## config.mk

```make
export PLATFORM = sky130hd
export DESIGN_NAME = rice_bus_arbiter_flat
export DESIGN_NICKNAME = d
export VERILOG_FILES = /design/src/rtl/rice_core_pkg.sv /design/src/rtl/rice_bus_if.sv /design/src/rtl/pzbcm_fifo.sv /design/src/rtl/rice_bus_arbiter_chk.sv /design/src/rtl/rice_bus_arbiter.sv /design/src/flat_wrapper.sv
export SDC_FILE = /design/constraint.sdc
export NUM_CORES = 1
export LEC_CHECK = 0
export ABC_CLOCK_PERIOD_IN_PS = 2300
export CAP_MARGIN = 20
export CORE_AREA = 8 8 115 117
export CTS_CLUSTER_SIZE = 40
export DETAILED_ROUTE_END_ITERATION = 8
export DIE_AREA = 0 0 123 125
export PLACE_DENSITY = 0.69
export SLEW_MARGIN = 30
export SYNTH_ARGS = -nofsm -noshare
export SYNTH_HDL_FRONTEND = slang
export SYNTH_SLANG_ARGS = --single-unit
```

## constraint.sdc

```tcl
create_clock -name i_clk -period 2.3 [get_ports i_clk]
set_clock_uncertainty 0.05 [all_clocks]
set_input_delay 0.345 -clock i_clk [delete_from_list [all_inputs] [get_ports i_clk]]
set_output_delay 0.345 -clock i_clk [all_outputs]
set_load 0.005 [all_outputs]
```

## src/rtl/rice_core_pkg.sv

```systemverilog
// Shared types for the rice core bus fabric.
//   rice_bus_master_id : identifies which bus master issued a transaction
//   rice_arb_state     : grant-lock state of the bus arbiter
package rice_core_pkg;

  typedef enum logic {
    RICE_BUS_INST,
    RICE_BUS_DATA
  } rice_bus_master_id;

  typedef enum logic {
    ARB_OPEN,
    ARB_LOCKED
  } rice_arb_state;

endpackage

```

## src/rtl/rice_bus_if.sv

```systemverilog
// Request/response bus bundle used between core masters, the arbiter and memory.
//   request_valid/request_ack  : request handshake (address, strobe, write_data)
//   response_valid/response_ready : response handshake (read_data)
// master modport drives requests; slave modport drives acks and responses.
interface rice_bus_if #(
  parameter int XLEN = 32
);
  logic              request_valid;
  logic              request_ack;
  logic [XLEN-1:0]   address;
  logic [XLEN/8-1:0] strobe;
  logic [XLEN-1:0]   write_data;
  logic              response_valid;
  logic              response_ready;
  logic [XLEN-1:0]   read_data;

  modport master (
    output request_valid, address, strobe, write_data, response_ready,
    input  request_ack, response_valid, read_data
  );

  modport slave (
    input  request_valid, address, strobe, write_data, response_ready,
    output request_ack, response_valid, read_data
  );
endinterface

```

## src/rtl/pzbcm_fifo.sv

```systemverilog
// Small synchronous FIFO of an arbitrary element type.
//   i_clk, i_rst_n (async active-low), i_clear (sync flush)
//   i_push/i_data : write side, ignored when full
//   i_pop/o_data  : read side (o_data shows head), ignored when empty
//   o_empty, o_full, o_word_count : occupancy status
module pzbcm_fifo #(
  parameter type TYPE    = logic,
  parameter int  DEPTH   = 4,
  parameter int  COUNT_W = $clog2(DEPTH + 1)
)(
  input  logic               i_clk,
  input  logic               i_rst_n,
  input  logic               i_clear,
  output logic               o_empty,
  output logic               o_full,
  output logic [COUNT_W-1:0] o_word_count,
  input  logic               i_push,
  input  TYPE                i_data,
  input  logic               i_pop,
  output TYPE                o_data
);
  localparam int PTR_W = (DEPTH > 1) ? $clog2(DEPTH) : 1;

  logic [PTR_W-1:0]   wr_ptr_r;
  logic [PTR_W-1:0]   rd_ptr_r;
  logic [COUNT_W-1:0] count_r;
  TYPE                mem_r [DEPTH];
  logic               push_s;
  logic               pop_s;

  // Pointers wrap at DEPTH so non-power-of-two depths work.
  function automatic logic [PTR_W-1:0] next_ptr(input logic [PTR_W-1:0] ptr);
    if (ptr == PTR_W'(DEPTH - 1)) begin
      return {PTR_W{1'b0}};
    end else begin
      return ptr + PTR_W'(1);
    end
  endfunction

  assign o_empty      = (count_r == {COUNT_W{1'b0}});
  assign o_full       = (count_r == COUNT_W'(DEPTH));
  assign o_word_count = count_r;
  assign push_s       = i_push && !o_full;
  assign pop_s        = i_pop && !o_empty;
  assign o_data       = mem_r[rd_ptr_r];

  // Pointer and occupancy bookkeeping; push and pop together keep the count.
  always_ff @(posedge i_clk or negedge i_rst_n) begin
    if (!i_rst_n) begin
      wr_ptr_r <= {PTR_W{1'b0}};
      rd_ptr_r <= {PTR_W{1'b0}};
      count_r  <= {COUNT_W{1'b0}};
    end else if (i_clear) begin
      wr_ptr_r <= {PTR_W{1'b0}};
      rd_ptr_r <= {PTR_W{1'b0}};
      count_r  <= {COUNT_W{1'b0}};
    end else begin
      if (push_s) wr_ptr_r <= next_ptr(wr_ptr_r);
      if (pop_s)  rd_ptr_r <= next_ptr(rd_ptr_r);
      case ({push_s, pop_s})
        2'b10:   count_r <= count_r + COUNT_W'(1);
        2'b01:   count_r <= count_r - COUNT_W'(1);
        default: count_r <= count_r;
      endcase
    end
  end

  // Storage array; contents need no reset since the count gates visibility.
  always_ff @(posedge i_clk) begin
    if (push_s) mem_r[wr_ptr_r] <= i_data;
  end
endmodule

```

## src/rtl/rice_bus_arbiter_chk.sv

```systemverilog
// Protocol checker for rice_bus_arbiter.
//   i_clk, i_rst   : clock and async active-high reset
//   i_resp_err     : a downstream response arrived while no ID was outstanding
module rice_bus_arbiter_chk (
  input logic i_clk,
  input logic i_rst,
  input logic i_resp_err
);
  a_no_orphan_response: assert property (@(posedge i_clk) disable iff (i_rst) !i_resp_err)
    else $warning("rice_bus_arbiter: response received with empty ID queue, drained");
endmodule

```

## src/rtl/rice_bus_arbiter.sv

```systemverilog
// Two-master round-robin arbiter sharing one memory port between the
// instruction-fetch bus and the load/store bus.
//   i_clk, i_rst   : clock, async active-high reset
//   inst_bus_if    : IF-stage master (slave side of the bundle)
//   data_bus_if    : MEM-stage master (slave side of the bundle)
//   memory_bus_if  : shared downstream port
//   o_busy         : outstanding transactions or pending requests exist
// Requests pass through combinationally; an in-order ID queue routes responses.
module rice_bus_arbiter
  import rice_core_pkg::*;
#(
  parameter int XLEN            = 32,
  parameter int MAX_OUTSTANDING = 4
)(
  input  logic       i_clk,
  input  logic       i_rst,
  rice_bus_if.slave  inst_bus_if,
  rice_bus_if.slave  data_bus_if,
  rice_bus_if.master memory_bus_if,
  output logic       o_busy
);
  localparam int COUNT_W = $clog2(MAX_OUTSTANDING + 1);

  rice_arb_state      state_r;
  rice_bus_master_id  lock_id_r;
  rice_bus_master_id  last_grant_r;
  rice_bus_master_id  sel_id_s;
  rice_bus_master_id  head_id_s;
  logic               sel_valid_s;
  logic               req_valid_s;
  logic               req_ack_s;
  logic               pop_s;
  logic               queue_full_s;
  logic               queue_empty_s;
  logic               resp_err_s;
  logic [COUNT_W-1:0] outstanding_s;
  logic [XLEN-1:0]    resp_data_s;

  // Grant selection: a locked grant wins, otherwise the tie goes to the master
  // that was not granted last.
  always_comb begin
    sel_id_s = RICE_BUS_INST;
    if (state_r == ARB_LOCKED) begin
      sel_id_s = lock_id_r;
    end else if (inst_bus_if.request_valid && data_bus_if.request_valid) begin
      sel_id_s = (last_grant_r == RICE_BUS_INST) ? RICE_BUS_DATA : RICE_BUS_INST;
    end else if (data_bus_if.request_valid) begin
      sel_id_s = RICE_BUS_DATA;
    end else begin
      sel_id_s = RICE_BUS_INST;
    end
  end

  // Request mux from the granted master; a full ID queue blocks issue.
  always_comb begin
    sel_valid_s                = 1'b0;
    memory_bus_if.address      = {XLEN{1'b0}};
    memory_bus_if.strobe       = {(XLEN/8){1'b0}};
    memory_bus_if.write_data   = {XLEN{1'b0}};
    case (sel_id_s)
      RICE_BUS_INST: begin
        sel_valid_s              = inst_bus_if.request_valid;
        memory_bus_if.address    = inst_bus_if.address;
        memory_bus_if.strobe     = inst_bus_if.strobe;
        memory_bus_if.write_data = inst_bus_if.write_data;
      end
      RICE_BUS_DATA: begin
        sel_valid_s              = data_bus_if.request_valid;
        memory_bus_if.address    = data_bus_if.address;
        memory_bus_if.strobe     = data_bus_if.strobe;
        memory_bus_if.write_data = data_bus_if.write_data;
      end
      default: begin
        sel_valid_s = 1'b0;
      end
    endcase
    req_valid_s                 = sel_valid_s && !queue_full_s;
    memory_bus_if.request_valid = req_valid_s;
    req_ack_s                   = req_valid_s && memory_bus_if.request_ack;
    inst_bus_if.request_ack     = req_ack_s && (sel_id_s == RICE_BUS_INST);
    data_bus_if.request_ack     = req_ack_s && (sel_id_s == RICE_BUS_DATA);
  end

  // Grant lock: hold the grant while a presented request waits for its ack.
  always_ff @(posedge i_clk or posedge i_rst) begin
    if (i_rst) begin
      state_r      <= ARB_OPEN;
      lock_id_r    <= RICE_BUS_INST;
      last_grant_r <= RICE_BUS_DATA;
    end else begin
      if (req_ack_s) begin
        state_r      <= ARB_OPEN;
        last_grant_r <= sel_id_s;
      end else if (sel_valid_s) begin
        state_r   <= ARB_LOCKED;
        lock_id_r <= sel_id_s;
      end else begin
        state_r <= ARB_OPEN;
      end
    end
  end

  // Response routing by queue head; with an empty queue the response is drained.
  always_comb begin
    inst_bus_if.response_valid   = 1'b0;
    data_bus_if.response_valid   = 1'b0;
    memory_bus_if.response_ready = 1'b1;
    resp_err_s                   = 1'b0;
    if (queue_empty_s) begin
      resp_err_s = memory_bus_if.response_valid;
    end else begin
      case (head_id_s)
        RICE_BUS_INST: begin
          inst_bus_if.response_valid   = memory_bus_if.response_valid;
          memory_bus_if.response_ready = inst_bus_if.response_ready;
        end
        RICE_BUS_DATA: begin
          data_bus_if.response_valid   = memory_bus_if.response_valid;
          memory_bus_if.response_ready = data_bus_if.response_ready;
        end
        default: begin
          memory_bus_if.response_ready = 1'b1;
        end
      endcase
    end
  end

  assign resp_data_s           = memory_bus_if.read_data;
  assign inst_bus_if.read_data = resp_data_s;
  assign data_bus_if.read_data = resp_data_s;
  assign pop_s  = memory_bus_if.response_valid && memory_bus_if.response_ready && !queue_empty_s;
  assign o_busy = (outstanding_s != {COUNT_W{1'b0}}) ||
                  inst_bus_if.request_valid || data_bus_if.request_valid;

  pzbcm_fifo #(
    .TYPE    (rice_bus_master_id),
    .DEPTH   (MAX_OUTSTANDING),
    .COUNT_W (COUNT_W)
  ) u_id_queue (
    .i_clk        (i_clk),
    .i_rst_n      (!i_rst),
    .i_clear      (1'b0),
    .o_empty      (queue_empty_s),
    .o_full       (queue_full_s),
    .o_word_count (outstanding_s),
    .i_push       (req_ack_s),
    .i_data       (sel_id_s),
    .i_pop        (pop_s),
    .o_data       (head_id_s)
  );

  rice_bus_arbiter_chk u_chk (
    .i_clk      (i_clk),
    .i_rst      (i_rst),
    .i_resp_err (resp_err_s)
  );
endmodule

```

## src/flat_wrapper.sv

```systemverilog
// flat-port wrapper written by rule: the top's interface ports become plain ports
module rice_bus_arbiter_flat import rice_core_pkg::*;
#(
  parameter int XLEN            = 32,
  parameter int MAX_OUTSTANDING = 4
)
  (i_clk, i_rst, o_busy, inst_bus_if_request_valid, inst_bus_if_address, inst_bus_if_strobe, inst_bus_if_write_data, inst_bus_if_response_ready, inst_bus_if_request_ack, inst_bus_if_response_valid, inst_bus_if_read_data, data_bus_if_request_valid, data_bus_if_address, data_bus_if_strobe, data_bus_if_write_data, data_bus_if_response_ready, data_bus_if_request_ack, data_bus_if_response_valid, data_bus_if_read_data, memory_bus_if_request_valid, memory_bus_if_address, memory_bus_if_strobe, memory_bus_if_write_data, memory_bus_if_response_ready, memory_bus_if_request_ack, memory_bus_if_response_valid, memory_bus_if_read_data);
  rice_bus_if #(.XLEN(XLEN)) inst_bus_if_i ();
  rice_bus_if #(.XLEN(XLEN)) data_bus_if_i ();
  rice_bus_if #(.XLEN(XLEN)) memory_bus_if_i ();
  input  logic i_clk;
  input  logic i_rst;
  output logic o_busy;
  input wire logic [$bits(inst_bus_if_i.request_valid)-1:0] inst_bus_if_request_valid;
  input wire logic [$bits(inst_bus_if_i.address)-1:0] inst_bus_if_address;
  input wire logic [$bits(inst_bus_if_i.strobe)-1:0] inst_bus_if_strobe;
  input wire logic [$bits(inst_bus_if_i.write_data)-1:0] inst_bus_if_write_data;
  input wire logic [$bits(inst_bus_if_i.response_ready)-1:0] inst_bus_if_response_ready;
  output wire logic [$bits(inst_bus_if_i.request_ack)-1:0] inst_bus_if_request_ack;
  output wire logic [$bits(inst_bus_if_i.response_valid)-1:0] inst_bus_if_response_valid;
  output wire logic [$bits(inst_bus_if_i.read_data)-1:0] inst_bus_if_read_data;
  input wire logic [$bits(data_bus_if_i.request_valid)-1:0] data_bus_if_request_valid;
  input wire logic [$bits(data_bus_if_i.address)-1:0] data_bus_if_address;
  input wire logic [$bits(data_bus_if_i.strobe)-1:0] data_bus_if_strobe;
  input wire logic [$bits(data_bus_if_i.write_data)-1:0] data_bus_if_write_data;
  input wire logic [$bits(data_bus_if_i.response_ready)-1:0] data_bus_if_response_ready;
  output wire logic [$bits(data_bus_if_i.request_ack)-1:0] data_bus_if_request_ack;
  output wire logic [$bits(data_bus_if_i.response_valid)-1:0] data_bus_if_response_valid;
  output wire logic [$bits(data_bus_if_i.read_data)-1:0] data_bus_if_read_data;
  output wire logic [$bits(memory_bus_if_i.request_valid)-1:0] memory_bus_if_request_valid;
  output wire logic [$bits(memory_bus_if_i.address)-1:0] memory_bus_if_address;
  output wire logic [$bits(memory_bus_if_i.strobe)-1:0] memory_bus_if_strobe;
  output wire logic [$bits(memory_bus_if_i.write_data)-1:0] memory_bus_if_write_data;
  output wire logic [$bits(memory_bus_if_i.response_ready)-1:0] memory_bus_if_response_ready;
  input wire logic [$bits(memory_bus_if_i.request_ack)-1:0] memory_bus_if_request_ack;
  input wire logic [$bits(memory_bus_if_i.response_valid)-1:0] memory_bus_if_response_valid;
  input wire logic [$bits(memory_bus_if_i.read_data)-1:0] memory_bus_if_read_data;
  assign inst_bus_if_i.request_valid = inst_bus_if_request_valid;
  assign inst_bus_if_i.address = inst_bus_if_address;
  assign inst_bus_if_i.strobe = inst_bus_if_strobe;
  assign inst_bus_if_i.write_data = inst_bus_if_write_data;
  assign inst_bus_if_i.response_ready = inst_bus_if_response_ready;
  assign inst_bus_if_request_ack = inst_bus_if_i.request_ack;
  assign inst_bus_if_response_valid = inst_bus_if_i.response_valid;
  assign inst_bus_if_read_data = inst_bus_if_i.read_data;
  assign data_bus_if_i.request_valid = data_bus_if_request_valid;
  assign data_bus_if_i.address = data_bus_if_address;
  assign data_bus_if_i.strobe = data_bus_if_strobe;
  assign data_bus_if_i.write_data = data_bus_if_write_data;
  assign data_bus_if_i.response_ready = data_bus_if_response_ready;
  assign data_bus_if_request_ack = data_bus_if_i.request_ack;
  assign data_bus_if_response_valid = data_bus_if_i.response_valid;
  assign data_bus_if_read_data = data_bus_if_i.read_data;
  assign memory_bus_if_request_valid = memory_bus_if_i.request_valid;
  assign memory_bus_if_address = memory_bus_if_i.address;
  assign memory_bus_if_strobe = memory_bus_if_i.strobe;
  assign memory_bus_if_write_data = memory_bus_if_i.write_data;
  assign memory_bus_if_response_ready = memory_bus_if_i.response_ready;
  assign memory_bus_if_i.request_ack = memory_bus_if_request_ack;
  assign memory_bus_if_i.response_valid = memory_bus_if_response_valid;
  assign memory_bus_if_i.read_data = memory_bus_if_read_data;
  rice_bus_arbiter #(.XLEN(XLEN), .MAX_OUTSTANDING(MAX_OUTSTANDING)) u_core (.i_clk(i_clk), .i_rst(i_rst), .inst_bus_if(inst_bus_if_i), .data_bus_if(data_bus_if_i), .memory_bus_if(memory_bus_if_i), .o_busy(o_busy));
endmodule
```

==> results of run 1 <==
==> where the power goes <==
group | switching (W) | internal (W)
Sequential | 0.0000960 | 0.000376
Combinational | 0.00113 | 0.00216
Clock | 0.0000979 | 0.000230
Total | 0.00133 | 0.00276
==> per-stage QoR <==
stage	worst slack (ps)	hold slack, ps	cell area [µm²]
floorplan	-53.5	134	2070
global placement	-565	439	4170
detailed placement	-572	453	4170
CTS	-145	351	4760
global route	-230	382	4760
finish	-65.1	338	4760
==> flip-flops by register name, summed over array words and instances, names as in the netlist <==
name and count:
u_core.u_id_queue.mem_r 4, u_core.u_id_queue.rd_ptr_r 2, u_core.lock_id_r 1, u_core.state_r 1
u_core.u_id_queue.wr_ptr_r 2, u_core.u_id_queue.o_word_count 3, u_core.last_grant_r 1
==> final timing paths <==
kind / start / endpoint / slack, ps / cells past startpoint
max reg2reg: u_core.u_id_queue.rd_ptr_r[0] / u_core.u_id_queue.o_word_count[2] / -70 / 9
max in group asynchronous: i_rst / u_core.last_grant_r / 1550 / 2
min in group i_clk: u_core.u_id_queue.rd_ptr_r[1] / u_core.u_id_queue.rd_ptr_r[1] / 480 / 1
min: i_rst / u_core.u_id_queue.wr_ptr_r[1] / 340 / 2
max: u_core.u_id_queue.rd_ptr_r[0] / u_core.u_id_queue.o_word_count[2] / -70 / 9
min reg2reg: u_core.u_id_queue.rd_ptr_r[1] / u_core.u_id_queue.rd_ptr_r[1] / 480 / 1
==> worst register-to-register path: stages (launching register included) <==
cell and delay [ps]:
dfrtp_1 370, mux4_2 550, mux2i_1 170, nor2_2 140, ha_2 210, inv_2 40
fa_2 330, xor2_1 150, nor2_1 110, xor2_1 170
==> metal layers <==
layer	wire length (µm)	part of all wire, %
met5	0	0
met4	217	1.8
met3	1240	10
met2	6580	55
met1	4000	33
==> cells by family after synthesis <==
logic type | count (synthesis)
adder cells (fa/ha/maj) | 7
AND/OR/NAND/NOR | 22
XOR/XNOR | 3
multiplexers | 77
AO/OA/AOI/OAI | 5
flip-flops | 14
buffers and inverters | 79
==> cell usage after synthesis (all sizes together) <==
| master | instances | area share (%) |
|---|---|---|
| mux2 | 74 | 40 |
| buf | 71 | 25 |
| dfrtp | 9 | 11 |
| inv | 8 | 1.5 |
| and2 | 6 | 1.8 |
| ha | 6 | 3.6 |
| nor2 | 6 | 1.1 |
| edfxtp | 4 | 5.8 |
| nand2 | 3 | 0.54 |
| a21boi | 2 | 0.73 |
| mux2i | 2 | 0.97 |
| or3 | 2 | 0.60 |
| xor2 | 2 | 0.85 |
| a211oi | 1 | 0.36 |
| a21oi | 1 | 0.24 |
| and3 | 1 | 0.30 |
| and3b | 1 | 0.42 |
| dfstp | 1 | 1.3 |
| fa | 1 | 0.97 |
| mux4 | 1 | 1.1 |
| nand2b | 1 | 0.30 |
| nor3 | 1 | 0.24 |
| nor3b | 1 | 0.60 |
| o21ai | 1 | 0.24 |
| xnor2 | 1 | 0.42 |
==> final cells by class <==
| type | instances | area (µm²) |
|---|---|---|
| Fill cell | 1121 | 6850 |
| Timing Repair Buffer | 261 | 2690 |
| Multi-Input combinational cell | 114 | 1410 |
| Sequential cell | 14 | 372 |
| Tap cell | 147 | 184 |
| Clock buffer | 3 | 75.1 |
| Inverter | 8 | 30.0 |
| Clock inverter | 1 | 3.75 |
==> repair_timing <==
item                                    CTS  global route
pin swaps                                 4             1
cloned                                    3             0
endpoints found under the setup margin   75            68
gates resized for setup                 410            24
hold endpoints to repair                  0             0
setup buffers                            18             1
==> impl_metrics.ini, run 1 <==
[grt]
antenna_found_initial = 0
gr-usage-all-layers_pct = 14.9
grt_util_met1_pct = 14.1
busiest_layer = met2
grt_pass1_vias = 2716
grt_util_met2_pct = 28.6
grt_max_degree = 11
use_met3_pct = 6.08
grt_pass1_wl_mm = 17.1
grt_overflow = 0

[timing]
timing.final.crit_share_pct = 103
slew_viol_final = 0
hold_viol_final = 0
period_needed_ps = 2370
relSlewSlack_pct = 73.3
setup_viol = 19
max_freq_mhz = 423
fin_setup_tns_ps = -193
worst_pin_slew_ps = 400
rsz0062_at_grt = yes
timing.final.ws_setup_ps = -65.1

[setup_path]
crit_path_max_incr_delay_ps = 550
path_class = reg -> reg
crit_required_ps = 2410
critical_path.cell_chain = mux4_2 > mux2i_1 > nor2_2 > ha_2 > inv_2 > fa_2 > xor2_1 > nor2_1 > xor2_1
path_buf_inv = 1
cp_max_fo = 2
cp.arrival_ps = 2470
endpoint_kind = flip-flop
worst_path_most_repeated_cell = xor2_1
critPathTopFamily = multiplexers
setup.worst_path.start_class = flip-flop
cp_slowest_cell = mux4_2

[layout]
fin_nets = 585
insertedDiodeCount = 0
post-route-util_pct = 41.0
area_growth_pct = 130
layout_commonest_cell = clkdlybuf4s50_1
most-common-layout-cells = 142 x clkdlybuf4s50_1, 60 x mux2_4, 59 x buf_6
drive_above_1_share_pct = 49.1
finalNonFillerCells = 548

[routing]
drt_pass1_iterations = 4
vias = 2222
ant_nets = 0
post-route-drc-count = 0
totalWireLength_mm = 12.0
vias_per_cell = 4.05
drt_iter0_drc = 16
wl_per_cell_um = 22.0

[yosys]
yosysSeqAreaShare_pct = 18.0
synth-compound-area-share_pct = 1.57
synth_fa_ha_area_share_pct = 4.59
synth-simple-area-share_pct = 5.93
synth_area_per_cell_um2 = 10.0
synthXorXnorAreaFrac_pct = 1.27
yosys_register_bits = 14
synth_cell_types = 27
syn_inst = 207
synth_top_family_by_area = multiplexers
yosys_warnings = 0
syn-cell-area_um2 = 2070
synthMuxAreaShare_pct = 42.3
syn-num-nets = 390

[flow_run]
maxCapViolCount = 0

[clocking]
cts_tree = done
cts_buffers = 3
cts_buffer_depth = 2
cts_sinks = 14
postCtsHoldBufs = 0
h-tree-depth = 1
cts.reportedPaths.clkPinSlew_ps = 50
clockRootBuffer = clkbuf_16
clock_latency_ps = 240

[power]
power_w = 0.00409
p_leak_nw = 2.22
powerDensity_nw_per_um2 = 859
ir_drop_uv = 388

[outcome]
status = complete, but fails checks
violations = setup timing

[floorplan]
die_y_um = 125
start_util_pct = 17.8
design.core.area_um2 = 11600
die_area_um2 = 15400
rows = 40
io-pin-count = 315
dieWidth_um = 123

[place]
place_congestion = 0.832
dp.cells = 528
port_buffers = 218
detailed_place_hpwl_mm = 10.5

[worst_hold_path]
hold_path_class = in -> async
Note: power is estimated with default switching activity, not from simulation.
==> inputs of run 2 (changes only) <==
==> constraint.sdc (replaced) <==
create_clock -name i_clk -period 2.3 [get_ports i_clk]
set_clock_uncertainty 0.05 [all_clocks]
set_input_delay 0.23 -clock i_clk [delete_from_list [all_inputs] [get_ports i_clk]]
set_output_delay 0.23 -clock i_clk [all_outputs]
set_load 0.005 [all_outputs]
==> impl_metrics.ini, run 2 (synthesis results as in run 1) <==
[grt]
grt_pass1_wl_mm = 17.0
antenna_found_initial = 0
grt_overflow = 0
gr-usage-all-layers_pct = 14.8
grt_pass1_vias = 2582
grt_max_degree = 11

[timing]
whs_ps = 235
period_needed_ps = 2380
hold_viol_final = 0
fin_setup_tns_ps = -80.7
max_freq_mhz = 420
slew_viol_final = 0
worst_pin_slew_ps = 393
timing.final.ws_setup_ps = -80.7
setup_viol = 1
rsz0062_at_grt = yes
relSlewSlack_pct = 73.8
timing.final.crit_share_pct = 104

[setup_path]
crit_required_ps = 2410
critPathCapture = u_core.u_id_queue.o_word_count[2]
path_class = reg -> reg
endpoint_kind = flip-flop
ff2ff_setup_slack_ps = -80
setup.worst_path.start_class = flip-flop
startpoint = u_core.u_id_queue.rd_ptr_r[0]
cp.arrival_ps = 2490
r2r_end = u_core.u_id_queue.o_word_count[2]
worstReg2RegStart = u_core.u_id_queue.rd_ptr_r[0]
worst-r2r-cell-count = 9
cp_max_fo = 2

[outcome]
violations = setup timing
status = complete, but fails checks

[floorplan]
die_y_um = 125
start_util_pct = 17.8
io-pin-count = 315
design.core.area_um2 = 11600
rows = 40
dieWidth_um = 123
die_area_um2 = 15400

[layout]
num-fill-cells = 1149
post-route-util_pct = 37.9
drive_above_1_share_pct = 42.0
most-common-layout-cells = 147 x clkdlybuf4s50_1, 40 x mux2_2, 32 x mux2_4
area_growth_pct = 113
fin_nets = 577
seq_area_um2 = 372
multiInputGateArea_um2 = 1310
largest_reg_flops = 4
layout_commonest_cell = clkdlybuf4s50_1
max_flop_register = u_core.u_id_queue.mem_r
insertedDiodeCount = 0

[routing]
drt_iter0_drc = 30
vias = 2173
ant_nets = 0
drt_pass1_iterations = 4
vias_per_cell = 4.02
wl_per_cell_um = 22.2
totalWireLength_mm = 12.0
post-route-drc-count = 0

[power]
ir_drop_uv = 399
powerDensity_nw_per_um2 = 819
p_leak_nw = 1.99
power_w = 0.00361

[worst_hold_path]
hold_path_class = in -> async

[clocking]
cts_buffers = 3
h-tree-depth = 1
cts_tree = done
clockRootBuffer = clkbuf_16
clock_latency_ps = 240
postCtsHoldBufs = 0
cts.reportedPaths.clkPinSlew_ps = 50
cts_sinks = 14
cts_buffer_depth = 2

[place]
place_congestion = 0.839
port_buffers = 218
detailed_place_hpwl_mm = 10.5
place_ws_ps = -333

[flow_run]
maxCapViolCount = 0
-- run 2: cell count changes in the layout (fill, tap and decap cells not counted), moves of 6 or more --
cell / change
clkdlybuf4s15_1: +6
buf_8: -7
mux2_2: +28
buf_6: -42
dlygate4sd2_1: +12
mux2_4: -28
buf_2: +12
-- run 2: layout make-up --
cell class / instances / area share, %
clock buffer: 3 / 1.71
tap: 147 / 4.18
clock inverter: 1 / 0.0853
timing repair buffer: 253 / 55.1
multi-input combinational: 114 / 29.8
sequential: 14 / 8.44
inverter: 8 / 0.682
-- run 2: how the worst min path moves through the flow --
stage | from | end | slack, ps | cells after the start
2_1_floorplan | i_rst | u_core.lock_id_r | 20 | 1
3_3_place_gp | memory_bus_if_read_data[0] | inst_bus_if_read_data[0] | 410 | 0
3_5_place_dp | memory_bus_if_read_data[0] | inst_bus_if_read_data[0] | 410 | 0
4_1_cts | i_rst | u_core.lock_id_r | 250 | 2
5_1_grt | i_rst | u_core.u_id_queue.wr_ptr_r[1] | 290 | 2
6_report | i_rst | u_core.u_id_queue.wr_ptr_r[1] | 230 | 2
-- run 2: where the power goes --
group / leakage, nW / internal [W] / switching [W]
Clock: 0.0385 / 0.000229 / 0.0000946
Combinational: 1.80 / 0.00178 / 0.00103
Sequential: 0.155 / 0.000376 / 0.000100
-- run 2: critical path, stage by stage, from the launching register on --
cell and delay, ps:
dfrtp_1 360, mux4_2 550, mux2i_1 160, nor2_2 140
ha_2 200, inv_1 50, fa_2 330, xor2_1 140
nor2_1 150, xor2_1 170
-- run 2: timing repair --
item | 4_1_cts | 5_1_grt
endpoints found under the setup margin | 72 | 72
cloned | 3 | 0
pin swaps | 2 | 0
resized for setup | 247 | 33
setup buffers | 9 | 2
-- run 2: per-layer routing --
metal	GRT usage (%)	up-vias	wire, µm
met5	0	-	0
li1	-	1019	-
met3	6.48	6	1230
met4	1.20	0	78
met1	14.3	988	3980
met2	28.7	160	6670
-- run 2: per-stage QoR --
step | cell area, µm² | instances
after floorplan | 2070 | 207
after global placement | 4170 | 529
after detailed placement | 4170 | 529
after CTS | 4420 | 542
after global routing | 4400 | 540
final | 4400 | 540
